File: config.mk
export PLATFORM = sky130hd
export DESIGN_NAME = uart_tx_mmio_flat
export DESIGN_NICKNAME = d
export VERILOG_FILES = /design/src/rtl/uart_tx_mmio_if.sv /design/src/rtl/uart_tx_mmio.sv /design/src/flat_wrapper.sv
export SDC_FILE = /design/constraint.sdc
export NUM_CORES = 1
export LEC_CHECK = 0
export CORE_MARGIN = 1
export CORE_UTILIZATION = 47
export DETAILED_ROUTE_END_ITERATION = 8
export DONT_BUFFER_PORTS = 1
export PLACE_DENSITY = 0.71
export SLEW_MARGIN = 5
export SYNTH_ARGS = -nofsm -noshare
export SYNTH_HDL_FRONTEND = slang
export SYNTH_SLANG_ARGS = --single-unit
File: constraint.sdc
create_clock -name clk -period 4.75 [get_ports clk]
set_input_delay 0.7125 -clock clk [delete_from_list [all_inputs] [get_ports clk]]
set_output_delay 0.7125 -clock clk [all_outputs]
set_load 0.03 [all_outputs]
File: src/rtl/uart_tx_mmio_if.sv
// ---------------------------------------------------------------------------
// uart_tx_mmio_if
//
// Purpose: groups the data-memory read/write port signals that connect the
// core's MEM stage to the memory-mapped UART transmitter.
//
// Signals:
//   data_rd_addr  core read address (32)
//   data_rd_data  status word or zero, combinational (32)
//   rd_hit        read address falls inside the UART window (1)
//   data_wr       write size from the core; nonzero means write strobe (2)
//   data_wr_addr  core write address (32)
//   data_wr_data  core write data (32)
//   wr_hit        write strobe active and address inside the window (1)
//
// Modports:
//   master  the core side (drives addresses, strobes and write data)
//   slave   the UART side (drives read data and the hit flags)
// ---------------------------------------------------------------------------
interface uart_tx_mmio_if;
    logic [31:0] data_rd_addr;
    logic [31:0] data_rd_data;
    logic        rd_hit;
    logic [1:0]  data_wr;
    logic [31:0] data_wr_addr;
    logic [31:0] data_wr_data;
    logic        wr_hit;

    modport master (
        output data_rd_addr,
        output data_wr,
        output data_wr_addr,
        output data_wr_data,
        input  data_rd_data,
        input  rd_hit,
        input  wr_hit
    );

    modport slave (
        input  data_rd_addr,
        input  data_wr,
        input  data_wr_addr,
        input  data_wr_data,
        output data_rd_data,
        output rd_hit,
        output wr_hit
    );
endinterface

File: src/rtl/uart_tx_mmio.sv
// ---------------------------------------------------------------------------
// uart_tx_mmio
//
// Purpose: memory-mapped 8N1 UART transmitter. Core writes to TXDATA push a
// byte into a FIFO; a transmit FSM pops bytes and serialises them LSB first
// on tx. STATUS can be polled for FIFO space, line activity and a sticky
// overflow flag (cleared by writing bit3 of STATUS).
//
// Register map:
//   BASE_ADDR      TXDATA  write: push data[7:0]; read: 0
//   BASE_ADDR + 4  STATUS  read : {16'b0, count[7:0], 4'b0, ovf, busy, empty, full}
//                          write: data[3]=1 clears overflow
//
// Ports:
//   clk  single clock, rising edge
//   rst  asynchronous, active-high reset
//   bus  data-memory port (slave modport of uart_tx_mmio_if)
//   tx   serial output, idle high, driven from a register
//
// Parameters:
//   BASE_ADDR     byte address of TXDATA
//   CLKS_PER_BIT  clock cycles per serial bit (>= 2)
//   FIFO_DEPTH    FIFO entries (power of 2, <= 128)
// ---------------------------------------------------------------------------
module uart_tx_mmio #(
    parameter logic [31:0] BASE_ADDR    = 32'h0000_1000,
    parameter int unsigned CLKS_PER_BIT = 868,
    parameter int unsigned FIFO_DEPTH   = 16
) (
    input  logic           clk,
    input  logic           rst,
    uart_tx_mmio_if.slave  bus,
    output logic           tx
);

    localparam int unsigned   AW          = $clog2(FIFO_DEPTH);
    localparam int unsigned   CW          = AW + 1;
    localparam int unsigned   BW          = $clog2(CLKS_PER_BIT);
    localparam logic [31:0]   STATUS_ADDR = BASE_ADDR + 32'd4;
    localparam logic [CW-1:0] FULL_COUNT  = CW'(FIFO_DEPTH);
    localparam logic [BW-1:0] BAUD_RELOAD = BW'(CLKS_PER_BIT - 1);

    typedef enum logic [1:0] {
        S_IDLE,
        S_START,
        S_DATA,
        S_STOP
    } state_t;

    // -----------------------------------------------------------------------
    // Address decode
    // -----------------------------------------------------------------------
    logic wr_any;
    logic wr_txdata;
    logic wr_status;
    logic rd_status;

    assign wr_any      = (bus.data_wr != 2'b00);
    assign wr_txdata   = wr_any && (bus.data_wr_addr == BASE_ADDR);
    assign wr_status   = wr_any && (bus.data_wr_addr == STATUS_ADDR);
    assign bus.wr_hit  = wr_txdata || wr_status;

    assign rd_status   = (bus.data_rd_addr == STATUS_ADDR);
    assign bus.rd_hit  = (bus.data_rd_addr == BASE_ADDR) || rd_status;

    // Only the low byte (and bit3 for STATUS) of write data is meaningful.
    logic unused_wr_data;
    assign unused_wr_data = ^bus.data_wr_data[31:8];

    // -----------------------------------------------------------------------
    // FIFO
    // -----------------------------------------------------------------------
    logic [7:0]    mem [FIFO_DEPTH];
    logic [AW-1:0] wptr;
    logic [AW-1:0] rptr;
    logic [CW-1:0] count;
    logic          full;
    logic          empty;
    logic          push;
    logic          pop;
    logic          overflow;

    assign full  = (count == FULL_COUNT);
    assign empty = (count == '0);

    // A pop in the same cycle frees a slot, so a write to a full FIFO is
    // still accepted when the transmitter is taking a byte.
    assign push  = wr_txdata && (!full || pop);

    // Storage needs no reset: pointers and count define validity.
    always_ff @(posedge clk) begin
        if (push) begin
            mem[wptr] <= bus.data_wr_data[7:0];
        end
    end

    always_ff @(posedge clk or posedge rst) begin
        if (rst) begin
            wptr     <= '0;
            rptr     <= '0;
            count    <= '0;
            overflow <= 1'b0;
        end else begin
            if (push) begin
                wptr <= wptr + AW'(1);
            end
            if (pop) begin
                rptr <= rptr + AW'(1);
            end
            case ({push, pop})
                2'b10:   count <= count + CW'(1);
                2'b01:   count <= count - CW'(1);
                default: count <= count;
            endcase
            // Set and clear target different addresses, so they never
            // coincide in one cycle.
            if (wr_txdata && full && !pop) begin
                overflow <= 1'b1;
            end else if (wr_status && bus.data_wr_data[3]) begin
                overflow <= 1'b0;
            end
        end
    end

    // -----------------------------------------------------------------------
    // Transmit FSM
    // -----------------------------------------------------------------------
    state_t        state;
    state_t        state_next;
    logic [BW-1:0] baud;
    logic [BW-1:0] baud_next;
    logic [2:0]    bit_idx;
    logic [2:0]    bit_idx_next;
    logic [7:0]    shift;
    logic [7:0]    shift_next;
    logic          tx_next;
    logic          baud_done;

    assign baud_done = (baud == '0);

    always_ff @(posedge clk or posedge rst) begin
        if (rst) begin
            state   <= S_IDLE;
            baud    <= '0;
            bit_idx <= '0;
            shift   <= '0;
            tx      <= 1'b1;
        end else begin
            state   <= state_next;
            baud    <= baud_next;
            bit_idx <= bit_idx_next;
            shift   <= shift_next;
            tx      <= tx_next;
        end
    end

    always_comb begin
        state_next   = state;
        baud_next    = baud;
        bit_idx_next = bit_idx;
        shift_next   = shift;
        pop          = 1'b0;
        tx_next      = 1'b1;

        case (state)
            S_IDLE: begin
                if (!empty) begin
                    pop        = 1'b1;
                    shift_next = mem[rptr];
                    baud_next  = BAUD_RELOAD;
                    state_next = S_START;
                end
            end

            S_START: begin
                if (baud_done) begin
                    baud_next    = BAUD_RELOAD;
                    bit_idx_next = '0;
                    state_next   = S_DATA;
                end else begin
                    baud_next = baud - BW'(1);
                end
            end

            S_DATA: begin
                if (baud_done) begin
                    baud_next = BAUD_RELOAD;
                    if (bit_idx == 3'd7) begin
                        state_next = S_STOP;
                    end else begin
                        shift_next   = shift >> 1;
                        bit_idx_next = bit_idx + 3'd1;
                    end
                end else begin
                    baud_next = baud - BW'(1);
                end
            end

            S_STOP: begin
                if (baud_done) begin
                    // Chain straight into the next start bit when more data
                    // is waiting, keeping back-to-back frames contiguous.
                    if (!empty) begin
                        pop        = 1'b1;
                        shift_next = mem[rptr];
                        baud_next  = BAUD_RELOAD;
                        state_next = S_START;
                    end else begin
                        state_next = S_IDLE;
                    end
                end else begin
                    baud_next = baud - BW'(1);
                end
            end

            default: begin
                state_next = S_IDLE;
            end
        endcase

        // tx is registered from the upcoming state so the line changes on
        // the same edge as the state and never glitches.
        case (state_next)
            S_START: tx_next = 1'b0;
            S_DATA:  tx_next = shift_next[0];
            default: tx_next = 1'b1;
        endcase
    end

    // -----------------------------------------------------------------------
    // Read port
    // -----------------------------------------------------------------------
    logic        busy;
    logic [31:0] status;

    assign busy   = (state != S_IDLE);
    assign status = {16'h0000, 8'(count), 4'h0, overflow, busy, empty, full};

    assign bus.data_rd_data = rd_status ? status : '0;

endmodule

File: src/flat_wrapper.sv
// flat-port wrapper written by rule: the top's interface ports become plain ports
module uart_tx_mmio_flat 
#(
    parameter logic [31:0] BASE_ADDR    = 32'h0000_1000,
    parameter int unsigned CLKS_PER_BIT = 868,
    parameter int unsigned FIFO_DEPTH   = 16
)
  (clk, rst, tx, bus_data_rd_addr, bus_data_wr, bus_data_wr_addr, bus_data_wr_data, bus_data_rd_data, bus_rd_hit, bus_wr_hit);
  uart_tx_mmio_if bus_i ();
  input  logic clk;
  input  logic rst;
  output logic tx;
  input wire logic [$bits(bus_i.data_rd_addr)-1:0] bus_data_rd_addr;
  input wire logic [$bits(bus_i.data_wr)-1:0] bus_data_wr;
  input wire logic [$bits(bus_i.data_wr_addr)-1:0] bus_data_wr_addr;
  input wire logic [$bits(bus_i.data_wr_data)-1:0] bus_data_wr_data;
  output wire logic [$bits(bus_i.data_rd_data)-1:0] bus_data_rd_data;
  output wire logic [$bits(bus_i.rd_hit)-1:0] bus_rd_hit;
  output wire logic [$bits(bus_i.wr_hit)-1:0] bus_wr_hit;
  assign bus_i.data_rd_addr = bus_data_rd_addr;
  assign bus_i.data_wr = bus_data_wr;
  assign bus_i.data_wr_addr = bus_data_wr_addr;
  assign bus_i.data_wr_data = bus_data_wr_data;
  assign bus_data_rd_data = bus_i.data_rd_data;
  assign bus_rd_hit = bus_i.rd_hit;
  assign bus_wr_hit = bus_i.wr_hit;
  uart_tx_mmio #(.BASE_ADDR(BASE_ADDR), .CLKS_PER_BIT(CLKS_PER_BIT), .FIFO_DEPTH(FIFO_DEPTH)) u_core (.clk(clk), .rst(rst), .bus(bus_i), .tx(tx));
endmodule
==> flow_metrics.tcl <==
set metrics [dict create \
    outcome "completed" \
    ys.flop_type "edfxtp_1" \
    worstSetupStartpoint "u_core.baud[0]" \
    finalNonFillerCells 745 \
    grt_use_total 0.2014 \
    grt_pass1_wl_mm 24.90 \
    fin_crit_ps 3865 \
    syn-mean-instance-area_sq_um 15.06 \
    fmax_mhz 258.7 \
    critPathSlowestCell "fa_1" \
    p_leak_nw 2.907 \
    nets 633 \
    avgViaCountPerCell 6.070 \
    reg2reg_from "u_core.baud[0]" \
    ios 135 \
    post_cts_buffers 0 \
    grt_max_degree 39 \
    postSynthCellCount 517 \
    synth_top_area_share 0.4937 \
    peakVddDrop_v 0.0004621 \
    hpwl_mm 10.36 \
    avgRoutedWirePerCell_microns 20.63 \
    timing_worst_setup_path_type "reg2reg" \
    maxCapViolations 0 \
    clockBufferDepth 2 \
    cts_tree "yes" \
    cts_max_level 4 \
    synth-edff-count 128 \
    synth_area_leader_cell "edfxtp_1" \
    port-buffer-count 0 \
    clock_sinks 166 \
    path_buf_inv 1 \
    ys_types 69 \
    hold_buffers 0 \
    hold_path.class "in2async" \
    dr.first_iter.drc_count 362 \
    ff2ff_path_depth 12 \
    p_per_area_nw_per_um2 345.2 \
    crit_family "simple AND/OR/NAND/NOR gates" \
    pwr-share-clk 0.454 \
    fin_crit_sh 0.8137 \
    crit_chain "inv_1 -> ha_1 -> nor4b_4 -> a41oi_1 -> nor3_1 -> o21ai_0 -> fa_1 -> nor2b_1 -> o21ai_0 -> nor2b_1 -> or4b_1 -> o2111ai_1" \
    internal_power_mw 2.268 \
    tightest_slew_ps 1082 \
    cp_max_fo 7 \
    drive_gt1_frac 0.1720 \
    antenna_found_initial 0 \
    reg2reg_slack_ps 890 \
    r2r_end "u_core.count[4]" \
    cts-root-buf "clkbuf_16" \
    arrival_ps 4210 \
    synth_area_leaders "edfxtp_1 (49%), dfrtp_1 (12%), mux4_2 (10%), ha_1 (2.6%), buf_4 (2.2%)" \
    final.setup.tns_ps 0 \
    finalSetupViolCount 0 \
    grt_pass1_vias 4499 \
    place_inst 713 \
    pwr-share-seq 0.534 \
    cp.required_ps 5100 \
    drcViolationCount 0 \
    area_growth_pct 9.097 \
    core-area_sq_um 16000 \
    vias 4522 \
    die_x_microns 130.7 \
    rows 46 \
    clk_latency_ps 430 \
    hold_viol_final 0 \
    p_switching_mw 0.6640 \
    place_congestion 0.8630 \
    ant_nets 0 \
    cts_buffers 17 \
    overflow 0 \
    fin_worst_skew_ps 11.86 \
    die_h_microns 130.7 \
    slew_violations 0 \
    diodes 0 \
    clk_pin_slew_worst_paths_ps 70 \
    die_area_sq_um 17080 \
    cp-end-kind "register" \
    rsz0062_at_grt "no" \
    routed_wl_mm 15.37 \
    power_frac_comb 0.012 \
    yosys_warnings 0 \
    relSlewSlack 0.2720 \
    dr.pass1.iters 5 \
    worst_path_largest_cell_delay_ps 530 \
    synth.cell_area_sq_um 7785 \
    switching_share 0.2265 \
    synthArstFlopShare 0.2289 \
    ys_ff_latch 166 \
    cts_resized 0 \
    start_kind "register" \
    initial_core_util 0.4865 \
    seq_area_frac_synth 0.6160 \
]
==> state kept, by name, indices dropped and copies added (netlist names) <==
signal and flops:
u_core.mem 128, u_core.baud 10, u_core.shift 8, u_core.count 5
u_core.rptr 4, u_core.wptr 4, u_core.bit_idx 3, u_core.state 2
u_core.overflow 1, u_core.tx 1
==> cell families (layout without fill, tap and decap cells) <==
kind of cell,count (synthesis),after routing,synth area share
flops,166,166,0.6160
buf+inv,64,54,0.04388
compound gates,82,82,0.07843
xor+xnor,9,9,0.01013
simple gates,131,131,0.1037
fa+ha+maj,17,17,0.02829
mux,47,47,0.1191
other cells,1,23,0.0004817
==> power by group through the flow <==
stage / sequential (mW) / combinational, mW / clock [mW]
floorplan: 1.60 / 0.0463 / 0
global placement: 1.60 / 0.0344 / 0
detailed placement: 1.60 / 0.0349 / 0
CTS: 1.56 / 0.0349 / 1.35
global route: 1.56 / 0.0389 / 1.43
finish: 1.56 / 0.0346 / 1.33
==> cells in the final DEF (no fill, tap or decap), types with 8 or more instances in the layout <==
cell type / instances
edfxtp_1: 128
mux4_2: 36
dfrtp_1: 36
nand2_1: 26
conb_1: 23
clkbuf_16: 17
nor4_1: 16
ha_1: 16
inv_1: 15
o21ai_0: 15
nor2_1: 14
nor3_1: 13
xnor2_1: 8
a21oi_1: 8
and3_1: 8
and4b_1: 8
==> final cells by class <==
type | count | area [sq um]
Clock inverter | 15 | 161.4
Sequential cell | 166 | 4797
Tap cell | 216 | 270.3
Fill cell | 1301 | 7507
Timing Repair Buffer | 7 | 52.55
Inverter | 15 | 56.30
Clock buffer | 17 | 425.4
Multi-Input combinational cell | 309 | 2730
==> how the worst max path moves through the flow <==
| stage | slack (ps) | endpoint | cells past startpoint |
|---|---|---|---|
| CTS | 880 | u_core.count[4] | 12 |
| global route | 490 | u_core.count[4] | 12 |
| detailed placement | 890 | u_core.count[4] | 12 |
| finish | 890 | u_core.count[4] | 12 |
| floorplan | 1360 | u_core.count[4] | 11 |
| global placement | 1040 | u_core.count[4] | 12 |
==> stage by stage <==
stage	instance area, sq um	power [mW]	hold slack, ps	setup WS, ps	utilization
6_report	8493	2.932	275.0	885.1	0.5308
5_1_grt	8493	3.029	320.2	492.1	0.5308
4_1_cts	8493	2.953	292.3	877.8	0.5308
3_5_place_dp	7906	1.631	466.4	891.4	0.4941
3_3_place_gp	7906	1.630	450.9	1042	0.4941
2_1_floorplan	7868	1.642	439.1	1364	-
==> cell usage after synthesis, types with 3 or more instances <==
library cell / count
nor2b_1: 5
a22oi_1: 4
a32oi_1: 5
a41oi_1: 3
o2111ai_1: 5
o22a_1: 5
dfrtp_1: 37
a21oi_1: 8
clkbuf_1: 16
nand4_1: 3
o21ai_0: 15
a22o_1: 5
mux2_2: 4
mux2i_1: 6
o31ai_1: 4
o21a_1: 4
mux4_2: 36
nor3_1: 13
or4_1: 3
inv_1: 15
and3_1: 8
o211ai_1: 3
and4b_1: 8
buf_4: 23
and4_1: 4
buf_1: 3
buf_2: 6
nor2_1: 14
nor4_1: 16
nor4bb_1: 4
nand2_1: 26
edfxtp_1: 128
xnor2_1: 8
or3_1: 5
nand3_1: 6
ha_1: 16
==> per-layer routing <==
layer  global-route usage  vias up  wire length [microns]
li1                     -     2040                      -
met1               0.2651     2343                   6767
met2               0.3318      123                   7838
met3              0.04764       16                    548
met4              0.06558        0                    217
met5                    0        -                      0
No activity file was read; power rests on OpenSTA's default activity.
